## src/rtl/mips_pkg.sv

```systemverilog
// Shared MIPS generic definitions: datapath width, register-file address type
// and the operand-source selector used by the forwarding logic.
package mips_pkg;

  localparam int Data_Width = 32;
  localparam int RF_ADDR_W  = 5;

  typedef logic [RF_ADDR_W-1:0] rfa_t;

  typedef enum logic [2:0] {
    FWD_RF,
    FWD_EX,
    FWD_MEM,
    FWD_WB,
    FWD_ZERO
  } fwd_sel_t;

endpackage

```

## src/rtl/mips_fwd_mux.sv

```systemverilog
// Per-source operand resolver: $zero, then EX > MEM > WB forwards, else the
// register-file read data. Purely combinational.
module mips_fwd_mux
  import mips_pkg::*;
#(
  parameter bit EX_FWD_EN = 1'b1
) (
  input  rfa_t                  addr,
  input  logic [Data_Width-1:0] rd,
  input  logic                  ex_wen,
  input  logic                  ex_is_load,
  input  rfa_t                  ex_wa,
  input  logic [Data_Width-1:0] ex_wd,
  input  logic                  mem_wen,
  input  rfa_t                  mem_wa,
  input  logic [Data_Width-1:0] mem_wd,
  input  logic                  wb_wen,
  input  rfa_t                  wb_wa,
  input  logic [Data_Width-1:0] wb_wd,
  output logic [Data_Width-1:0] operand,
  output fwd_sel_t              sel
);

  always_comb begin
    sel     = FWD_RF;
    operand = rd;
    if (addr == '0) begin
      sel     = FWD_ZERO;
      operand = '0;
    end else if (EX_FWD_EN && ex_wen && !ex_is_load && (ex_wa == addr)) begin
      sel     = FWD_EX;
      operand = ex_wd;
    end else if (mem_wen && (mem_wa == addr)) begin
      sel     = FWD_MEM;
      operand = mem_wd;
    end else if (wb_wen && (wb_wa == addr)) begin
      // same-edge register-file write is not yet visible on rd
      sel     = FWD_WB;
      operand = wb_wd;
    end
  end

endmodule

```

## src/rtl/mips_operand_stage.sv

```systemverilog
// Decode-to-execute operand stage: forwarding, load-use stall and ID/EX register.
// Optional statistics counters are enabled with `define MIPS_OPERAND_STATS_EN.
module mips_operand_stage
  import mips_pkg::Data_Width;
  import mips_pkg::rfa_t;
  import mips_pkg::fwd_sel_t;
#(
  parameter int FWD_EX = 1
`ifdef MIPS_OPERAND_STATS_EN
  ,
  parameter int CNT_W  = 16
`endif
) (
  input  logic                  clk,
  input  logic                  rst,
  input  logic                  id_valid,
  input  rfa_t                  id_rs,
  input  rfa_t                  id_rt,
  input  logic                  id_uses_rs,
  input  logic                  id_uses_rt,
  input  logic [Data_Width-1:0] rd1,
  input  logic [Data_Width-1:0] rd2,
  input  logic                  ex_wen,
  input  logic                  ex_is_load,
  input  rfa_t                  ex_wa,
  input  logic [Data_Width-1:0] ex_wd,
  input  logic                  mem_wen,
  input  rfa_t                  mem_wa,
  input  logic [Data_Width-1:0] mem_wd,
  input  logic                  wb_wen,
  input  rfa_t                  wb_wa,
  input  logic [Data_Width-1:0] wb_wd,
  input  logic                  ex_ready,
  input  logic                  flush,
`ifdef MIPS_OPERAND_STATS_EN
  output logic [CNT_W-1:0]      stall_cnt,
  output logic [CNT_W-1:0]      fwd_cnt,
`endif
  output logic                  id_stall,
  output logic                  op_valid,
  output logic [Data_Width-1:0] op_a,
  output logic [Data_Width-1:0] op_b,
  output rfa_t                  op_rs,
  output rfa_t                  op_rt
);

  localparam bit EX_FWD_EN = (FWD_EX != 0);

  logic [Data_Width-1:0] res_a, res_b;
  fwd_sel_t              sel_a, sel_b;
  logic                  hz, hold, capture;

  logic                  op_valid_q, op_valid_d;
  logic [Data_Width-1:0] op_a_q, op_a_d, op_b_q, op_b_d;
  rfa_t                  op_rs_q, op_rs_d, op_rt_q, op_rt_d;

  mips_fwd_mux #(.EX_FWD_EN(EX_FWD_EN)) u_fwd_a (
    .addr(id_rs), .rd(rd1),
    .ex_wen(ex_wen), .ex_is_load(ex_is_load), .ex_wa(ex_wa), .ex_wd(ex_wd),
    .mem_wen(mem_wen), .mem_wa(mem_wa), .mem_wd(mem_wd),
    .wb_wen(wb_wen), .wb_wa(wb_wa), .wb_wd(wb_wd),
    .operand(res_a), .sel(sel_a)
  );

  mips_fwd_mux #(.EX_FWD_EN(EX_FWD_EN)) u_fwd_b (
    .addr(id_rt), .rd(rd2),
    .ex_wen(ex_wen), .ex_is_load(ex_is_load), .ex_wa(ex_wa), .ex_wd(ex_wd),
    .mem_wen(mem_wen), .mem_wa(mem_wa), .mem_wd(mem_wd),
    .wb_wen(wb_wen), .wb_wa(wb_wa), .wb_wd(wb_wd),
    .operand(res_b), .sel(sel_b)
  );

  // Without EX forwarding every EX match must wait a cycle, just like a load.
  always_comb begin
    hz = id_valid && ex_wen && (ex_wa != '0) && (ex_is_load || !EX_FWD_EN) &&
         ((id_uses_rs && (ex_wa == id_rs)) || (id_uses_rt && (ex_wa == id_rt)));
    hold     = op_valid_q && !ex_ready;
    id_stall = hz || hold;
    capture  = !flush && !hold && !hz;
  end

  always_comb begin
    op_valid_d = op_valid_q;
    op_a_d     = op_a_q;
    op_b_d     = op_b_q;
    op_rs_d    = op_rs_q;
    op_rt_d    = op_rt_q;
    if (flush || (!hold && hz)) begin
      op_valid_d = 1'b0;
    end else if (capture) begin
      op_valid_d = id_valid;
      op_a_d     = res_a;
      op_b_d     = res_b;
      op_rs_d    = id_rs;
      op_rt_d    = id_rt;
    end
  end

  always_ff @(posedge clk) begin
    if (rst) begin
      op_valid_q <= 1'b0;
      op_a_q     <= '0;
      op_b_q     <= '0;
      op_rs_q    <= '0;
      op_rt_q    <= '0;
    end else begin
      op_valid_q <= op_valid_d;
      op_a_q     <= op_a_d;
      op_b_q     <= op_b_d;
      op_rs_q    <= op_rs_d;
      op_rt_q    <= op_rt_d;
    end
  end

  assign op_valid = op_valid_q;
  assign op_a     = op_a_q;
  assign op_b     = op_b_q;
  assign op_rs    = op_rs_q;
  assign op_rt    = op_rt_q;

`ifdef MIPS_OPERAND_STATS_EN
  logic [CNT_W-1:0] stall_cnt_q, stall_cnt_d, fwd_cnt_q, fwd_cnt_d;
  logic             fwd_any;

  always_comb begin
    fwd_any = ((sel_a != mips_pkg::FWD_RF) && (sel_a != mips_pkg::FWD_ZERO)) ||
              ((sel_b != mips_pkg::FWD_RF) && (sel_b != mips_pkg::FWD_ZERO));
    stall_cnt_d = stall_cnt_q;
    fwd_cnt_d   = fwd_cnt_q;
    if (hz && (stall_cnt_q != '1)) stall_cnt_d = stall_cnt_q + 1'b1;
    if (capture && id_valid && fwd_any && (fwd_cnt_q != '1)) fwd_cnt_d = fwd_cnt_q + 1'b1;
  end

  always_ff @(posedge clk) begin
    if (rst) begin
      stall_cnt_q <= '0;
      fwd_cnt_q   <= '0;
    end else begin
      stall_cnt_q <= stall_cnt_d;
      fwd_cnt_q   <= fwd_cnt_d;
    end
  end

  assign stall_cnt = stall_cnt_q;
  assign fwd_cnt   = fwd_cnt_q;
`else
  logic unused_sel;
  assign unused_sel = ^{sel_a, sel_b};
`endif

endmodule
```

## config.mk

```make
export PLATFORM = sky130hd
export DESIGN_NAME = mips_operand_stage
export DESIGN_NICKNAME = d
export VERILOG_FILES = /design/src/rtl/mips_pkg.sv /design/src/rtl/mips_fwd_mux.sv /design/src/rtl/mips_operand_stage.sv
export SDC_FILE = /design/constraint.sdc
export NUM_CORES = 1
export LEC_CHECK = 0
export CORE_UTILIZATION = 40
export DETAILED_ROUTE_END_ITERATION = 12
export HOLD_SLACK_MARGIN = 0.12
export MAX_ROUTING_LAYER = met4
export PLACE_DENSITY = 0.91
export SETUP_SLACK_MARGIN = 0.4
export SLEW_MARGIN = 40
export SYNTH_ARGS = -nofsm -noshare
export SYNTH_HDL_FRONTEND = slang
export SYNTH_SLANG_ARGS = --single-unit
```

## constraint.sdc

```tcl
create_clock -name clk -period 2.76 [get_ports clk]
set_input_delay 0.69 -clock clk [delete_from_list [all_inputs] [get_ports clk]]
set_output_delay 0.69 -clock clk [all_outputs]
set_load 0.01 [all_outputs]
```

After elaboration in Yosys (flattened, before gate mapping)
Cells that the tools add are included.

cells by class
  equality and inequality tests = 6
  mux-type cells = 8
  bitwise logic cells = 1
  reduce and logical (&&, ||, !) cells = 30

operator list
  cell               number
  $mux 32            8
  $eq 5x5->1         6
  $logic_and 1x1->1  17
  $logic_not 5->1    2
  $logic_not 1->1    5
  $reduce_bool 5->1  1
  $logic_or 1x1->1   3
  $reduce_and 2->1   1
  $reduce_or 2->1    1
  $not 1->1          1

word-level totals
  flip-flop bits (word level) = 75
  input bits = 196
  output and inout bits = 76
  word-level logic and storage cells = 50

Longest topological paths before layout
  depth in word-level cells = 8
  mapped depth = 9
  mapped depth without buffers = 6

Cells and area by module
Synthesis repeated with hierarchy kept, for this count alone.

unflattened totals
  cells, all modules = 565
  area total of the unflattened synthesis = 5856.9 um2

modules (own cells, without submodules)
  module              times used  cells each  area an instance (um2)  sequential area each (um2)
  mips_fwd_mux        2           185         1689.1                  0.0
  mips_operand_stage  1           195         2478.6                  1501.4

Least setup slack after synthesis
Ideal clock, no wire load.

  path kind = input to output
  start point = input id_rs[4]
  end point = output id_stall
  data arrival time = 1.667 ns
  required time = 2.070 ns
  setup slack = 0.403 ns
  cell stages on the path = 6
  buffers on the path = 1
  cell sequence = buf_2 -> xor2_1 -> nor3_1 -> nand4_1 -> nor2b_1 -> nand2b_1

on the way
  word-level cells in the longest chain between the ends = 5

ends and longest elaborated chain
  element            RTL line                  RTL
  start, declared    mips_operand_stage.sv:17  input rfa_t id_rs,
  $eq 5x5->1         mips_operand_stage.sv:76  ((id_uses_rs && (ex_wa == id_rs)) || (id_uses_rt && (ex_wa == id_rt)));
  $logic_and 1x1->1  mips_operand_stage.sv:76
  $logic_or 1x1->1   mips_operand_stage.sv:76
  $logic_and 1x1->1  mips_operand_stage.sv:75  hz = id_valid && ex_wen && (ex_wa != '0) && (ex_is_load || !EX_FWD_EN) &&
  $logic_or 1x1->1   mips_operand_stage.sv:78  id_stall = hz || hold;
  end, declared      mips_operand_stage.sv:39  output logic id_stall,

No other way between the ends.

Worst setup path in the final report
  start point = input ex_wa[2]
  end point = output id_stall

on the way
  word-level cells in the longest chain between the ends = 5
  elaborated cells on any way between the ends = 10
  classes of those cells = eq/ne (2); reduce/logical (8)

ends and longest elaborated chain
  element                                                       RTL line                                            RTL
  start, declared                                               mips_operand_stage.sv:25                            input rfa_t ex_wa,
  $eq 5x5->1 / $reduce_bool 5->1 (equally long branches)        mips_operand_stage.sv:76, mips_operand_stage.sv:75
  $logic_and 1x1->1 (on tied branches)                          mips_operand_stage.sv:76, mips_operand_stage.sv:75
  $logic_or 1x1->1 / $logic_and 1x1->1 (equally long branches)  mips_operand_stage.sv:76, mips_operand_stage.sv:75
  $logic_and 1x1->1 (*)                                         mips_operand_stage.sv:75
  $logic_or 1x1->1 (*)                                          mips_operand_stage.sv:78

Mark *: on every way between the ends. The rest lies on a longest branch, timed or not.

==> impl_metrics.json <==
{
  "synth-seq-cells": 75,
  "rsz0062_at_grt": "yes",
  "num_rows": 41,
  "final_common_cell": "clkdlybuf4s50_1",
  "hpwl_mm": 16.5,
  "cts_hold_buf": 0,
  "slew_violations": 0,
  "synth-xor-area-share_pct": 5.10,
  "die_height_um": 115,
  "syn_avg_cell_area_um2": 9.79,
  "path_class": "in -> out",
  "preCtsSetupSlack_ns": -0.536,
  "reg2reg_setup_slack_ns": 0.98,
  "yosysTopAreaCell": "dfxtp_1",
  "core_area_mm2": 0.0126,
  "crit_path_cell_trace": "buf_8 -> xor2_2 -> nor3_2 -> and4_4 -> nor2b_4 -> nand2b_1 -> buf_2",
  "fp.dieArea_mm2": 0.0133,
  "cap_violations": 0,
  "arrival_ns": 1.76,
  "min_from": "op_a[9]",
  "synth_top_family_by_area": "compound AO/OA/AOI/OAI gates",
  "hold_end": "op_a[9]",
  "grt_max_degree": 40,
  "io_pins": 272,
  "finalWirelength_mm": 26.7,
  "worst_slack_ns": 0.313,
  "wl_per_cell_um": 26.5,
  "cts_tree": "built",
  "synth_compound_area_share_pct": 46.9,
  "dr_total_vias": 6515,
  "fin_total_pwr_mw": 3.65,
  "fin_skew_ns": 0.00650,
  "syn_inst": 526,
  "cts-htree-levels": 3,
  "endpoint_kind": "output port",
  "synth_seq_area_share_pct": 29.1,
  "antenna_found_initial": 0,
  "synth_cell_types": 33,
  "yosys-top-cells-area": "dfxtp_1, a221oi_2, o2bb2ai_1",
  "fin_tns_setup_ns": 0,
  "netlist_area_mm2": 0.00515,
  "antenna_left": 0,
  "period_share_pct": 88.7,
  "fill_cells": 815,
  "numCtsBuffers": 9,
  "start_kind": "input pin",
  "fin_hold_ws_ns": 0.464,
  "status": "finished, final reports clean",
  "clk_path_buf_depth": 2,
  "grtUsageTotal_pct": 38.7,
  "reg2reg_depth": 6,
  "multiInputGateArea_mm2": 0.00379,
  "p_leak_nw": 3.57,
  "powerDensity_mw_per_mm2": 381,
  "grt_pass1_wl_mm": 37.4,
  "worst_pin_slew_ns": 0.422,
  "antenna_cells": 0,
  "crit_fanout": 3,
  "synth_fp_nets": 722,
  "min_path_cells": 1,
  "final-setup-viol-count": 0,
  "insertion_delay_ns": 0.34,
  "final_nets": 1026,
  "max-slew-margin-rel_pct": 71.8,
  "grt_overflow": 0,
  "initial_core_util_pct": 41.0,
  "synth_top_area_share_pct": 29.1,
  "synth_fa_ha_area_share_pct": 0,
  "place_congestion": 0.930,
  "grt_pass1_vias": 6711,
  "cts_sinks": 75,
  "dr.pass1.iters": 5,
  "cp_slowest_cell": "and4_4",
  "r2r-end": "op_b[11]",
  "area_growth_pct": 86.2,
  "synth-simple-area-share_pct": 8.50,
  "die_w_um": 115,
  "drive_gt1_share_pct": 30.8,
  "min_path_type": "reg -> reg",
  "mostFrequentLayoutCells": "clkdlybuf4s50_1, dfxtp_1, o2bb2ai_1",
  "finalHoldViolCount": 0,
  "port_buffers": 271,
  "crit_required_ns": 2.07,
  "finalCriticalPeriod_ns": 2.45,
  "peakVddDrop_uv": 297,
  "viasPerCell": 6.47,
  "clk_pin_slew_ns": 0.06,
  "cts_root_buf": "clkbuf_16",
  "register_area_mm2": 0.00150,
  "fmax_mhz": 409,
  "yosys_warnings": 0,
  "crit-reg2reg-launch": "op_valid",
  "synthMuxAreaShare_pct": 1.94,
  "drtIter0Drc": 777,
  "drc": 0,
  "slowest_delay_ns": 0.29
}
## critical path, delay by kind of cell
kind	cells	cell delay, ns
AND/OR/NAND/NOR	4	0.67
buffers and inverters	2	0.24
XOR/XNOR	1	0.18
## area by class of cell
cell class	instances	share of cell area, %
Timing Repair Buffer	362	39.4
Inverter	1	0.0391
Clock buffer	15	2.90
Sequential cell	75	15.7
Tap cell	172	2.24
Clock inverter	1	0.313
Multi-Input combinational cell	381	39.5
## synth_stat cells (all sizes together)
library cell / instances
inv: 1
xor2: 18
and2: 32
nor2: 18
clkbuf: 27
nand3b: 1
o2bb2ai: 64
and3: 4
nor2b: 3
nor4: 2
a221oi: 64
nand2b: 1
xnor2: 12
nand4: 1
or3: 2
o21ai: 64
dfxtp: 75
buf: 42
nand2: 2
nand3: 7
a2bb2oi: 64
and4: 1
mux2i: 10
a21oi: 3
a211o: 2
nor3: 6
## sequential cells by signal, summed over array words and instances (netlist names)
name and count:
op_a 32, op_b 32, op_rs 5, op_rt 5, op_valid 1
## where the power goes
group          total [mW]  switching [mW]  internal (mW)
logic                1.21           0.505          0.706
clock network        1.23           0.457          0.776
registers            1.21          0.0489           1.16
## timing repair
item,4_1_cts,5_1_grt
resized for setup,113,128
gates cloned,4,8
endpoints found under the hold margin,0,0
setup endpoints to repair,65,65
buffers inserted,21,3
pin swaps,36,37
## per-stage QoR
stage               util, %  area, um^2  cells
floorplan                 -        5150    526
global placement       65.4        8220    955
detailed placement     65.4        8220    955
CTS                    71.9        9040    996
global route           76.3        9590   1007
finish                 76.3        9590   1007
## metal layers
layer  vias to the layer above  global-route usage, %  share of wire, %
met5                         -                      -                 0
met4                         0                   26.9               6.5
met3                       153                   9.99                10
met2                       568                   62.8                48
met1                      3089                   41.3                36
li1                       2705                      -                 -
## worst max path at each step
stage	start	endpoint	slack, ns	cells past startpoint
after floorplan	id_rs[4]	id_stall	0.40	6
after global placement	ex_wa[0]	id_stall	-0.49	7
after detailed placement	ex_wa[2]	id_stall	-0.54	7
after CTS	id_rt[1]	id_stall	0.35	7
after global routing	ex_wa[2]	id_stall	0.28	7
final	ex_wa[2]	id_stall	0.31	7
## cell families after synthesis
family | count (synthesis)
AOI/OAI and AO/OA | 261
and+or+nand+nor | 80
DFF | 75
buffers and inverters | 70
xor gates and xnor gates | 30
muxes | 10
No activity file was read; power rests on OpenSTA's default activity.
